[src/rtl/access_pkg.sv]
// ---------------------------------------------------------------------------
// access_pkg
// Shared definitions for the access-code transmitter:
//   - state_t     : FSM state encoding (also driven out on state_out)
//   - KEY_*       : keypad codes (digits 0x0-0xB, clear 0xC, enter 0xE)
//   - DEF_*       : default values for the block parameters
//   - is_digit()  : classifies a key code as a digit
// ---------------------------------------------------------------------------
package access_pkg;

  typedef enum logic [2:0] {
    ST_IDLE      = 3'd0,
    ST_ENTRY     = 3'd1,
    ST_SEND      = 3'd2,
    ST_WAIT_RESP = 3'd3,
    ST_GRANTED   = 3'd4,
    ST_LOCKED    = 3'd5
  } state_t;

  localparam logic [3:0] KEY_MAX_DIGIT = 4'hB;
  localparam logic [3:0] KEY_CLEAR     = 4'hC;
  localparam logic [3:0] KEY_ENTER     = 4'hE;

  localparam int DEF_RESP_TIMEOUT = 4;
  localparam int DEF_MAX_FAILS    = 3;
  localparam int DEF_LOCK_CYCLES  = 64;

  // Key codes above the last digit are either commands or unused.
  function automatic logic is_digit(input logic [3:0] key);
    return (key <= KEY_MAX_DIGIT);
  endfunction

endpackage

[src/rtl/access_timer.sv]
// ---------------------------------------------------------------------------
// access_timer
// Loadable down-counter shared by the response timeout and the lockout.
// The owner loads (duration - 1) on the edge that enters the timed state and
// enables counting while in that state; o_zero then marks the final cycle.
//
// Ports:
//   clk        in   clock, rising edge
//   rst        in   synchronous active-high reset (count cleared)
//   i_load     in   load i_load_val on the next edge (wins over i_en)
//   i_en       in   decrement on the next edge while the count is non-zero
//   i_load_val in   WIDTH  value to load
//   o_zero     out  count is zero
// ---------------------------------------------------------------------------
module access_timer #(
  parameter int WIDTH = 8
) (
  input  logic             clk,
  input  logic             rst,
  input  logic             i_load,
  input  logic             i_en,
  input  logic [WIDTH-1:0] i_load_val,
  output logic             o_zero
);

  logic [WIDTH-1:0] r_count;

  // Load has priority so a new timed interval can start on the same edge the
  // previous one ends; the counter parks at zero rather than wrapping.
  always_ff @(posedge clk) begin
    if (rst) begin
      r_count <= '0;
    end else if (i_load) begin
      r_count <= i_load_val;
    end else if (i_en && (r_count != '0)) begin
      r_count <= r_count - 1'b1;
    end
  end

  assign o_zero = (r_count == '0);

endmodule

[src/rtl/access_code_tx.sv]
// ---------------------------------------------------------------------------
// access_code_tx
// Keypad front end for a door controller. Digits select a one-digit code,
// clear abandons entry, enter sends the code with a one-cycle validate_code
// strobe, then the block waits for the door controller to open the door.
// Too slow an answer counts as a rejection.
//
// Optional feature (macro ACCESS_LOCKOUT_EN): MAX_FAILS consecutive
// rejections lock the keypad out for LOCK_CYCLES cycles. Without the macro
// there is no fail counter, no LOCKED state and locked is tied low.
//
// Ports:
//   clk              in   clock, rising edge
//   rst              in   synchronous active-high reset
//   key_valid        in   one-cycle strobe marking a keypad press
//   key_val          in   4  key code (0x0-0xB digit, 0xC clear, 0xE enter)
//   open_access_door in   door-open indication from the door controller
//   validate_code    out  one-cycle request strobe (high in SEND)
//   access_code      out  4  code shown to the door controller, 0 when idle
//   granted          out  high while in GRANTED
//   rejected         out  one-cycle pulse on each rejection
//   locked           out  high while in LOCKED
//   state_out        out  3  current state encoding
// ---------------------------------------------------------------------------
module access_code_tx
  import access_pkg::*;
#(
  parameter int RESP_TIMEOUT = DEF_RESP_TIMEOUT,
  parameter int MAX_FAILS    = DEF_MAX_FAILS,
  parameter int LOCK_CYCLES  = DEF_LOCK_CYCLES
) (
  input  logic       clk,
  input  logic       rst,
  input  logic       key_valid,
  input  logic [3:0] key_val,
  input  logic       open_access_door,
  output logic       validate_code,
  output logic [3:0] access_code,
  output logic       granted,
  output logic       rejected,
  output logic       locked,
  output logic [2:0] state_out
);

  // One timer serves both intervals, so it is sized for the longer one.
  localparam int TIMER_MAX = (LOCK_CYCLES > RESP_TIMEOUT) ? LOCK_CYCLES : RESP_TIMEOUT;
  localparam int TIMER_W   = $clog2(TIMER_MAX + 1);

  // Zero-length intervals or a zero fail limit have no sensible meaning.
  if ((RESP_TIMEOUT < 1) || (MAX_FAILS < 1) || (LOCK_CYCLES < 1)) begin : g_param_check
    $error("access_code_tx: RESP_TIMEOUT, MAX_FAILS and LOCK_CYCLES must be at least 1");
  end

  state_t               r_state;
  state_t               w_state_next;
  logic   [3:0]         r_code;
  logic   [3:0]         w_code_next;
  logic                 w_timer_load;
  logic   [TIMER_W-1:0] w_timer_val;
  logic                 w_timer_en;
  logic                 w_timer_zero;
  logic                 w_reject;
  logic                 w_key_digit;
  logic                 w_key_clear;
  logic                 w_key_enter;

`ifdef ACCESS_LOCKOUT_EN
  localparam int FAIL_W = $clog2(MAX_FAILS + 1);

  logic [FAIL_W-1:0] r_fail;
  logic [FAIL_W-1:0] w_fail_next;
  logic [FAIL_W-1:0] w_fail_sat;

  // Saturating increment; in practice the lockout clears the count before
  // it could ever stick at the limit.
  assign w_fail_sat = (r_fail == FAIL_W'(MAX_FAILS)) ? r_fail : r_fail + 1'b1;
`endif

  assign w_key_digit = key_valid && is_digit(key_val);
  assign w_key_clear = key_valid && (key_val == KEY_CLEAR);
  assign w_key_enter = key_valid && (key_val == KEY_ENTER);

`ifdef ACCESS_LOCKOUT_EN
  assign w_timer_en = (r_state == ST_WAIT_RESP) || (r_state == ST_LOCKED);
`else
  assign w_timer_en = (r_state == ST_WAIT_RESP);
`endif

  access_timer #(
    .WIDTH(TIMER_W)
  ) u_timer (
    .clk       (clk),
    .rst       (rst),
    .i_load    (w_timer_load),
    .i_en      (w_timer_en),
    .i_load_val(w_timer_val),
    .o_zero    (w_timer_zero)
  );

  // State, code and fail-count registers. Reset wins over every input.
  always_ff @(posedge clk) begin
    if (rst) begin
      r_state <= ST_IDLE;
      r_code  <= '0;
`ifdef ACCESS_LOCKOUT_EN
      r_fail  <= '0;
`endif
    end else begin
      r_state <= w_state_next;
      r_code  <= w_code_next;
`ifdef ACCESS_LOCKOUT_EN
      r_fail  <= w_fail_next;
`endif
    end
  end

  // Next-state logic. Keys are only looked at in IDLE and ENTRY; every other
  // state drops them. The timer is loaded with (duration - 1) on the edge
  // that enters WAIT_RESP or LOCKED, so o_zero flags the last cycle there.
  // An open door is tested before the timeout so a coinciding grant wins.
  always_comb begin
    w_state_next = r_state;
    w_code_next  = r_code;
    w_timer_load = 1'b0;
    w_timer_val  = '0;
    w_reject     = 1'b0;
`ifdef ACCESS_LOCKOUT_EN
    w_fail_next  = r_fail;
`endif

    case (r_state)
      ST_IDLE: begin
        if (w_key_digit) begin
          w_code_next  = key_val;
          w_state_next = ST_ENTRY;
        end
      end

      ST_ENTRY: begin
        if (w_key_digit) begin
          w_code_next = key_val;
        end else if (w_key_clear) begin
          w_code_next  = '0;
          w_state_next = ST_IDLE;
        end else if (w_key_enter) begin
          w_state_next = ST_SEND;
        end
      end

      ST_SEND: begin
        w_state_next = ST_WAIT_RESP;
        w_timer_load = 1'b1;
        w_timer_val  = TIMER_W'(RESP_TIMEOUT - 1);
      end

      ST_WAIT_RESP: begin
        if (open_access_door) begin
          w_state_next = ST_GRANTED;
`ifdef ACCESS_LOCKOUT_EN
          w_fail_next  = '0;
`endif
        end else if (w_timer_zero) begin
          w_reject = 1'b1;
`ifdef ACCESS_LOCKOUT_EN
          w_fail_next = w_fail_sat;
          if (w_fail_sat == FAIL_W'(MAX_FAILS)) begin
            w_state_next = ST_LOCKED;
            w_timer_load = 1'b1;
            w_timer_val  = TIMER_W'(LOCK_CYCLES - 1);
          end else begin
            w_state_next = ST_IDLE;
          end
`else
          w_state_next = ST_IDLE;
`endif
        end
      end

      ST_GRANTED: begin
        if (!open_access_door) begin
          w_code_next  = '0;
          w_state_next = ST_IDLE;
        end
      end

`ifdef ACCESS_LOCKOUT_EN
      ST_LOCKED: begin
        if (w_timer_zero) begin
          w_fail_next  = '0;
          w_state_next = ST_IDLE;
        end
      end
`endif

      default: begin
        w_state_next = ST_IDLE;
      end
    endcase
  end

  // The code is only presented while a request is outstanding or granted.
  always_comb begin
    access_code = '0;
    if ((r_state == ST_SEND) || (r_state == ST_WAIT_RESP) || (r_state == ST_GRANTED)) begin
      access_code = r_code;
    end
  end

  assign validate_code = (r_state == ST_SEND);
  assign granted       = (r_state == ST_GRANTED);
  assign state_out     = r_state;

  // The rejection is decided combinationally in the timeout cycle; a reset
  // in that same cycle cancels it, so the pulse is suppressed too.
  assign rejected      = w_reject && !rst;

`ifdef ACCESS_LOCKOUT_EN
  assign locked = (r_state == ST_LOCKED);
`else
  assign locked = 1'b0;
`endif

endmodule

[config.mk]
export PLATFORM = sky130hd
export DESIGN_NAME = access_code_tx
export DESIGN_NICKNAME = d
export VERILOG_FILES = /design/src/rtl/access_pkg.sv /design/src/rtl/access_timer.sv /design/src/rtl/access_code_tx.sv
export SDC_FILE = /design/constraint.sdc
export NUM_CORES = 1
export LEC_CHECK = 0
export ABC_CLOCK_PERIOD_IN_PS = 2000
export BUFFER_PORTS_ARGS = -buffer_cell sky130_fd_sc_hd__clkbuf_2
export CORE_MARGIN = 3
export CORE_UTILIZATION = 47
export DETAILED_ROUTE_END_ITERATION = 8
export HOLD_SLACK_MARGIN = 0.08
export PLACE_DENSITY_LB_ADDON = 0.05
export SYNTH_ARGS = -nofsm -noshare
export SYNTH_HDL_FRONTEND = slang
export SYNTH_HIERARCHICAL = 1
export SYNTH_SLANG_ARGS = --single-unit
[constraint.sdc]
create_clock -name clk -period 2 [get_ports clk]
set_input_delay 0 -clock clk [delete_from_list [all_inputs] [get_ports clk]]
set_output_delay 0 -clock clk [all_outputs]
set_load 0.01 [all_outputs]
Word-level counts from Yosys, hierarchy flattened --
Index checks and enable logic that the tools add are counted.
Cells by class: equality and inequality tests 12, muxes and demuxes 21, $add $sub $neg 1, bitwise gates (word level) 0, order comparisons 1, multiply operators 0, reductions and logical operators 15, shift-type cells 0, div/mod/pow operators 0
Operators by type and width (number):
- $mux 3 | 7
- $mux 4 | 5
- $pmux 3 s5 | 1
- $mux 7 | 2
- $pmux 4 s3 | 1
- $ne 3x3->1 const B | 3
- $eq 4x4->1 const B | 2
- $logic_not 7->1 | 1
- $reduce_bool 7->1 | 1
- $sub 7x1->7 const B | 1
- $eq 3x2->1 const B | 2
- $ne 2x2->1 const B | 3
- $logic_and 1x1->1 | 5
- $reduce_and 5->1 | 1
- $le 4x4->1 const B | 1
- $mux 1 | 4
- $reduce_and 4->1 | 1
- $eq 3x1->1 const B | 1
- $eq 3x3->1 const B | 1
- $logic_not 3->1 | 1
- $reduce_bool 3->1 | 1
- $logic_or 1x1->1 | 2
- $mux 2 | 1
- $reduce_bool 2->1 | 1
- $logic_not 1->1 | 1
Word-level totals: input port bits 8, memories 0, bits in read-only memories 0, logic and storage cells 53, bits in registers 14, latch bits 0, output and inout bits 11, memory bits (writable) 0

Logic depth before layout (Yosys ltp) --
Gate-level depths: netlist of the first run.
depth after elaboration 6, mapped depth 7, depth with buffers taken out 7

Cells and area by module --
The synthesis of the first run kept the hierarchy.
Modules (own cells, without submodules):
- access_code_tx | cells an instance 54, area each 452.9 um^2, sequential area each 140.1 um^2, times used 1
- access_timer | cells an instance 48, area each 419.2 um^2, sequential area each 140.1 um^2, times used 1

Worst setup path before layout of the first run --
Ideal clock, no wire load.
path type register -> register, from register r_state[1], in the netlist state_out[1], to register u_timer.r_count[5], path buffers 1, required time 1909 ps, path slack 147 ps, arrival 1762 ps, library setup time 91 ps, stages on the path, launching flop included 8, clock period less this slack 1853 ps, path through dfxtp_1 > buf_4 > nor2b_4 > and2_4 > or3b_2 > nor4_1 > nand2b_1 > a311oi_1
Between the ends: longest elaborated chain between the ends 3, elaborated cells on any way between the ends 6, classes of those cells eq/ne: 2; mux: 2; reduce/logical: 2
RTL lines:
- start: declaration | line access_code_tx.sv:54 | state_t r_state;
- start signal: assignment | line access_code_tx.sv:109 | r_state <= w_state_next;
- $eq 3x2->1 | line access_code_tx.sv:86 | assign w_timer_en = (r_state == ST_WAIT_RESP);
- via w_timer_en | line access_code_tx.sv:60 | logic w_timer_en;
- $logic_and 1x1->1 | line access_timer.sv:35 | end else if (i_en && (r_count != '0)) begin
- $reduce_bool 2->1 (no line)
- end signal: assignment | line access_timer.sv:34 | r_count <= i_load_val;
- end signal: assignment | line access_timer.sv:36 | r_count <= r_count - 1'b1;
- end: declaration | line access_timer.sv:26 | logic [WIDTH-1:0] r_count;
The timed path passes the listed nets, and every way through them passes these cells. A chain may end at the register's enable or synchronous reset.

Final worst setup path of the first run --
from register r_state[2], in the netlist state_out[2], to register u_timer.r_count[5]
The elaborated chain is that of the path after synthesis.

==> results.cfg, run 1 <==
[final_layout]
antenna_cells = 0
drive_above_1_share_pct = 29.5
layout_common_cells = 17 x clkbuf_2, 14 x dfxtp_1, 12 x nor2_1, 7 x o21ai_0
fin_nets = 142
final_common_cell = clkbuf_2
synthToLayoutAreaGrowth_pct = 24.8

[die]
rows = 14
core_area_mm2 = 0.00163
die_area_mm2 = 0.00241
io_pins = 19
die_y_um = 49.1
initial_core_util_pct = 53.5
fp.dieW_um = 49.1

[clock_tree]
root_buffer = clkbuf_4
ctsResizeCount = 0
cts_buffers = 3
cts_max_level = 1
cts_sinks = 14
worstSkewPairLatency_ns = 0.28
clkTransAtPathRegs_ns = 0.08
clk_path_buf_depth = 2
cts_tree = yes

[synthesis]
muxShareOfSynthArea_pct = 2.30
syn_area_um2 = 872
ys_types = 44
synthXorXnorAreaFrac_pct = 1.00
async_flop_share_pct = 0
synth_compound_area_share_pct = 20.9
synth_cells = 102
synth_top_family_by_area = simple AND/OR/NAND/NOR gates
synth_simple_gate_area_share_pct = 37.0
synthAdderAreaFrac_pct = 1.43
ys_seq_area_share_pct = 32.1
avgSynthCellArea_um2 = 8.55
synth_edf_count = 0
synthFlopType = dfxtp_1
synth-seq-cells = 14
ys_warn_count = 6

[setup_path]
ff2ff_path_depth = 6
r2r_start = state_out[2]$_SDFFE_PP0P_
crit_fanout = 7
worstPathRequired_ns = 2.20
ff2ff_setup_slack_ns = 0.19
start_kind = register
endpoint_kind = register
worstReg2RegEnd = u_timer/r_count[5]$_SDFFE_PP0P_
criticalPathCategory = reg2reg
cp_data_arrival_time_ns = 2.00

[pwr]
vdd_drop_max_v = 0.000342
power_uw = 553
power.density_mw_per_mm2 = 508
p_leak_nw = 0.433

[global_route]
gr-usage-all-layers_pct = 17.9
grt_overflow_total = 0
grt_max_degree = 16
grt_pass1_vias = 679
grt_pass1_wl_um = 3310
antenna_found_initial = 0

[timing]
hold_viol = 0
period_needed_ns = 1.81
tns_ns = 0
skew_ns = 0.00242
clock.fmax_ghz = 0.554
fin_crit_sh_pct = 90.3
setup_slack_ns = 0.195
drv_slew = 0
finalSetupViolCount = 0
hold_slack_ns = 0.102
grt_setup_unrepaired = no

[worst_hold_path]
hold_path_end = u_timer/r_count[4]$_SDFFE_PP0P_
min-delay-start = rst
min_path_cells = 2
hold_class = in2reg

[place]
gp_congestion = 0.771
place_ws_ns = 0.206
dp_hpwl_um = 1400
portBuffers = 17

[drt]
drtPass1Iterations = 4
detail-route-antenna-nets = 0
drtIter0Drc = 12
wl_per_cell_um = 12.5
num_vias = 794
viasPerCell = 5.09
routed_wl_um = 1950
drc_errors = 0

[flow_run]
maxCapViolations = 0

[status]
status = finished, final reports clean
repair_timing:
| item | in CTS | in global routing |
|---|---|---|
| endpoints found under the hold margin | 6 | 0 |
| hold buffers | 5 | 0 |
| setup buffers | 0 | 0 |
worst max path at each step:
stage                                           end  slack (ns)                             from
global placement    u_timer/r_count[5]$_SDFFE_PP0P_        0.27        state_out[2]$_SDFFE_PP0P_
global route                               rejected        0.09  u_timer/r_count[0]$_SDFFE_PP0P_
floorplan           u_timer/r_count[5]$_SDFFE_PP0P_        0.15        state_out[1]$_SDFFE_PP0P_
finish              u_timer/r_count[5]$_SDFFE_PP0P_        0.19        state_out[2]$_SDFFE_PP0P_
detailed placement  u_timer/r_count[5]$_SDFFE_PP0P_        0.21        state_out[2]$_SDFFE_PP0P_
CTS                 u_timer/r_count[5]$_SDFFE_PP0P_        0.18        state_out[2]$_SDFFE_PP0P_
final cells by class:
class	instances	area, um2
repair buffers	25	158
flip-flops and latches	14	280
multi-input cells	85	569
clock buffers	4	36.3
well taps	24	30.0
fillers	157	541
inverters	4	15.0
Yosys cell counts (2+ instances only):
cell	instances	area share, %
a21boi_0	2	1.7
a21oi_1	4	2.3
buf_4	3	2.6
dfxtp_1	14	32
inv_1	4	1.7
mux2i_1	2	2.3
nand2_1	6	2.6
nand2b_1	2	1.4
nand3_1	3	1.7
nor2_1	12	5.2
nor2b_1	5	3.6
nor3_1	2	1.1
nor4_1	2	1.4
o21a_1	2	1.7
o21ai_0	7	4.0
o31ai_1	3	2.6
or2b_2	2	2.0
report_power, final:
part / internal (mW) / switching, mW
logic: 0.0290 / 0.0334
registers: 0.286 / 0.00357
clock network: 0.111 / 0.0902
cell families after synthesis:
kind of cell,after synthesis
DFF,14
adders and majority gates,1
muxes,2
and+or+nand+nor,49
buffers and inverters,8
AOI/OAI and AO/OA,26
other,1
xor gates and xnor gates,1
sequential cells by signal, indices dropped and copies added (netlist names):
| name | flops |
|---|---|
| state_out | 3 |
| r_code | 4 |
| u_timer/r_count | 7 |
metrics by stage:
step                util, %  cells  cell area (um2)
floorplan                 -    107              891
global placement       61.5    147             1000
detailed placement     61.5    147             1000
CTS                    66.8    156             1090
global route           66.8    156             1090
finish                 66.8    156             1090
metal layers:
layer,track usage (%),part of all wire (%),vias to the layer above
met5,0,0,-
li1,-,-,419
met3,5.81,4.7,2
met4,4.27,0.61,0
met2,24.1,43,15
met1,26.7,51,358
critical path, stage by stage, from the launching register on:
cell and delay (ns):
dfxtp_1 0.40, nor2b_4 0.15, and2_4 0.17, or3b_2 0.49
nor4_1 0.19, nand2b_1 0.08, a311oi_1 0.23
(Power assumes the default switching activity.)
==> run 2, diff against run 1 <==
--- a/config.mk
+++ b/config.mk
@@ -5,7 +5,8 @@
 export SDC_FILE = /design/constraint.sdc
 export NUM_CORES = 1
 export LEC_CHECK = 0
-export ABC_CLOCK_PERIOD_IN_PS = 2000
+export ABC_AREA = 1
+export ABC_CLOCK_PERIOD_IN_PS = 2200
 export BUFFER_PORTS_ARGS = -buffer_cell sky130_fd_sc_hd__clkbuf_2
 export CORE_MARGIN = 3
 export CORE_UTILIZATION = 47
==> constraint.sdc (replaced) <==
create_clock -name clk -period 2.2 [get_ports clk]
set_input_delay 0 -clock clk [delete_from_list [all_inputs] [get_ports clk]]
set_output_delay 0 -clock clk [all_outputs]
set_load 0.01 [all_outputs]
==> results.cfg, run 2 <==
[clock_tree]
cts_setup_buffers = 0
root_buffer = clkbuf_4
clkTransAtPathRegs_ns = 0.09
cts_sinks = 14
cts_tree = yes
clk_path_buf_depth = 2
cts_max_level = 1
worstSkewPairLatency_ns = 0.28
cts_buffers = 3
ctsResizeCount = 0

[setup_path]
worstPathRequired_ns = 2.43
cp_data_arrival_time_ns = 2.13
ff2ff_path_depth = 5
endpoint_kind = register
start_kind = register
criticalPathCategory = reg2reg
crit_fanout = 8

[place]
place_area_mm2 = 0.00116
portBuffers = 17
dp_hpwl_um = 1920
gp_congestion = 0.792

[synthesis]
ys_types = 21
synth_edf_count = 0
synth.top_cell.area_share_pct = 26.9
ys_seq_area_share_pct = 26.9
async_flop_share_pct = 0
yosysMostFrequentCell = nor2_1
synth_cells = 187
synth-seq-cells = 14
avgSynthCellArea_um2 = 5.57
synthFlopType = dfxtp_1
ys_warn_count = 6
synthTopCellsByCount = 53 x nor2_1, 43 x nand2_1, 27 x inv_1
syn_area_mm2 = 0.00104
yosys-top-cells-area = dfxtp_1 27%, nor2_1 19%, nand2_1 16%, inv_1 9.7%, nand3_1 8.7%
yosys.area.top_type = dfxtp_1

[global_route]
antenna_found_initial = 0
gr-usage-all-layers_pct = 21.8
grt.busiest_layer = met2
grt_overflow_total = 0
use_met2_pct = 32.9
grt_pass1_wl_um = 4600
grtUsageMet3_pct = 6.48
grt_pass1_vias = 1066
grt.met1_usage_pct = 30.4
grt_max_degree = 17

[timing]
drv_slew = 0
period_needed_ns = 1.90
tns_ns = 0
skew_ns = 0.00387
clock.fmax_ghz = 0.527
grt_setup_unrepaired = no
hold_viol = 0
fin_crit_sh_pct = 86.2
finalSetupViolCount = 0
worst_pin_slew_ns = 0.646
timing.slew.headroom_pct = 56.8

[worst_hold_path]
min_path_cells = 4
hold_class = in2reg

[final_layout]
antenna_cells = 0
largest_register = u_timer/r_count
final_common_cell = nor2_1
postLayoutCellArea_mm2 = 0.00126
layout_common_cells = 53 x nor2_1, 43 x nand2_1, 27 x inv_1, 18 x nand3_1, 17 x clkbuf_2
drive_above_1_share_pct = 16.1
final.fill_count = 208
fin_nets = 227
synthToLayoutAreaGrowth_pct = 21.0
largest_reg_flops = 7

[die]
die_area_mm2 = 0.00282
initial_core_util_pct = 51.5
fp.dieW_um = 53.1
io_pins = 19
rows = 16
die_y_um = 53.1
core_area_mm2 = 0.00202

[drt]
drc_errors = 0
drtIter0Drc = 35
drtPass1Iterations = 5
num_vias = 1194
routed_wl_um = 2540
wl_per_cell_um = 10.4
viasPerCell = 4.89
detail-route-antenna-nets = 0

[flow_run]
maxCapViolations = 0

[pwr]
vdd_drop_max_v = 0.000351
power.density_mw_per_mm2 = 516
power_uw = 650
p_leak_nw = 0.739

[status]
status = finished, final reports clean
-- run 2: report_power, final --
part / switching (mW) / internal [mW] / leakage (nW)
sequential: 0.0130 / 0.271 / 0.114
combinational: 0.111 / 0.0656 / 0.603
clock: 0.0894 / 0.101 / 0.0210
-- run 2: final timing paths --
path         slack, ns                         to                      start
min reg2reg       0.49     r_code[0]$_SDFFE_PP0P_     r_code[0]$_SDFFE_PP0P_
max               0.30  state_out[2]$_SDFFE_PP0P_  state_out[0]$_SDFFE_PP0P_
min               0.12     r_code[2]$_SDFFE_PP0P_                 key_val[2]
max reg2reg       0.30  state_out[2]$_SDFFE_PP0P_  state_out[0]$_SDFFE_PP0P_
-- run 2: what timing repair did --
action | CTS | global route
hold buffers | 6 | 0
endpoints found under the setup margin | 0 | 0
endpoints found under the hold margin | 5 | 0
-- run 2: logic make-up (layout without fill, tap and decap cells) --
family          count (synthesis)  count (layout)  synth area share [%]
buf+inv                        32              57                  12.3
other cells                     1               6                 0.360
flops                          14              14                  26.9
compound gates                  8               8                  4.33
fa+ha+maj                       1               1                  1.20
simple gates                  131             131                  54.9
-- run 2: routing by layer --
metal	share of wire [%]	vias to the layer above	wire length (um)
met5	0	-	0
met2	43	42	1100
met3	7.2	2	183
li1	-	624	-
met4	0.51	0	13
met1	49	526	1240
-- run 2: cell type report --
| cell class | instances | area [um2] | area share, % |
|---|---|---|---|
| clock buffer | 4 | 36.3 | 2.88 |
| timing repair buffer | 23 | 145 | 11.5 |
| sequential | 14 | 280 | 22.2 |
| tap | 27 | 33.8 | 2.68 |
| multi-input combinational | 146 | 652 | 51.7 |
| inverter | 30 | 113 | 8.94 |
-- run 2: metrics by stage --
stage	setup slack [ns]	hold WS (ns)	instances	utilization, %
after floorplan	0.788	0.0691	192	-
after global placement	0.643	0.274	234	57.5
after detailed placement	0.548	0.283	234	57.5
after CTS	0.332	0.111	244	62.3
after global routing	0.150	0.133	244	62.3
final	0.304	0.123	244	62.3
-- run 2: critical path, cell delays in order (launching register included) --
cell and delay (ns):
dfxtp_1 0.46, nand2_1 0.08, nor2_1 0.50, nand2_1 0.10, a21oi_1 0.15, dlygate4sd3_1 0.55
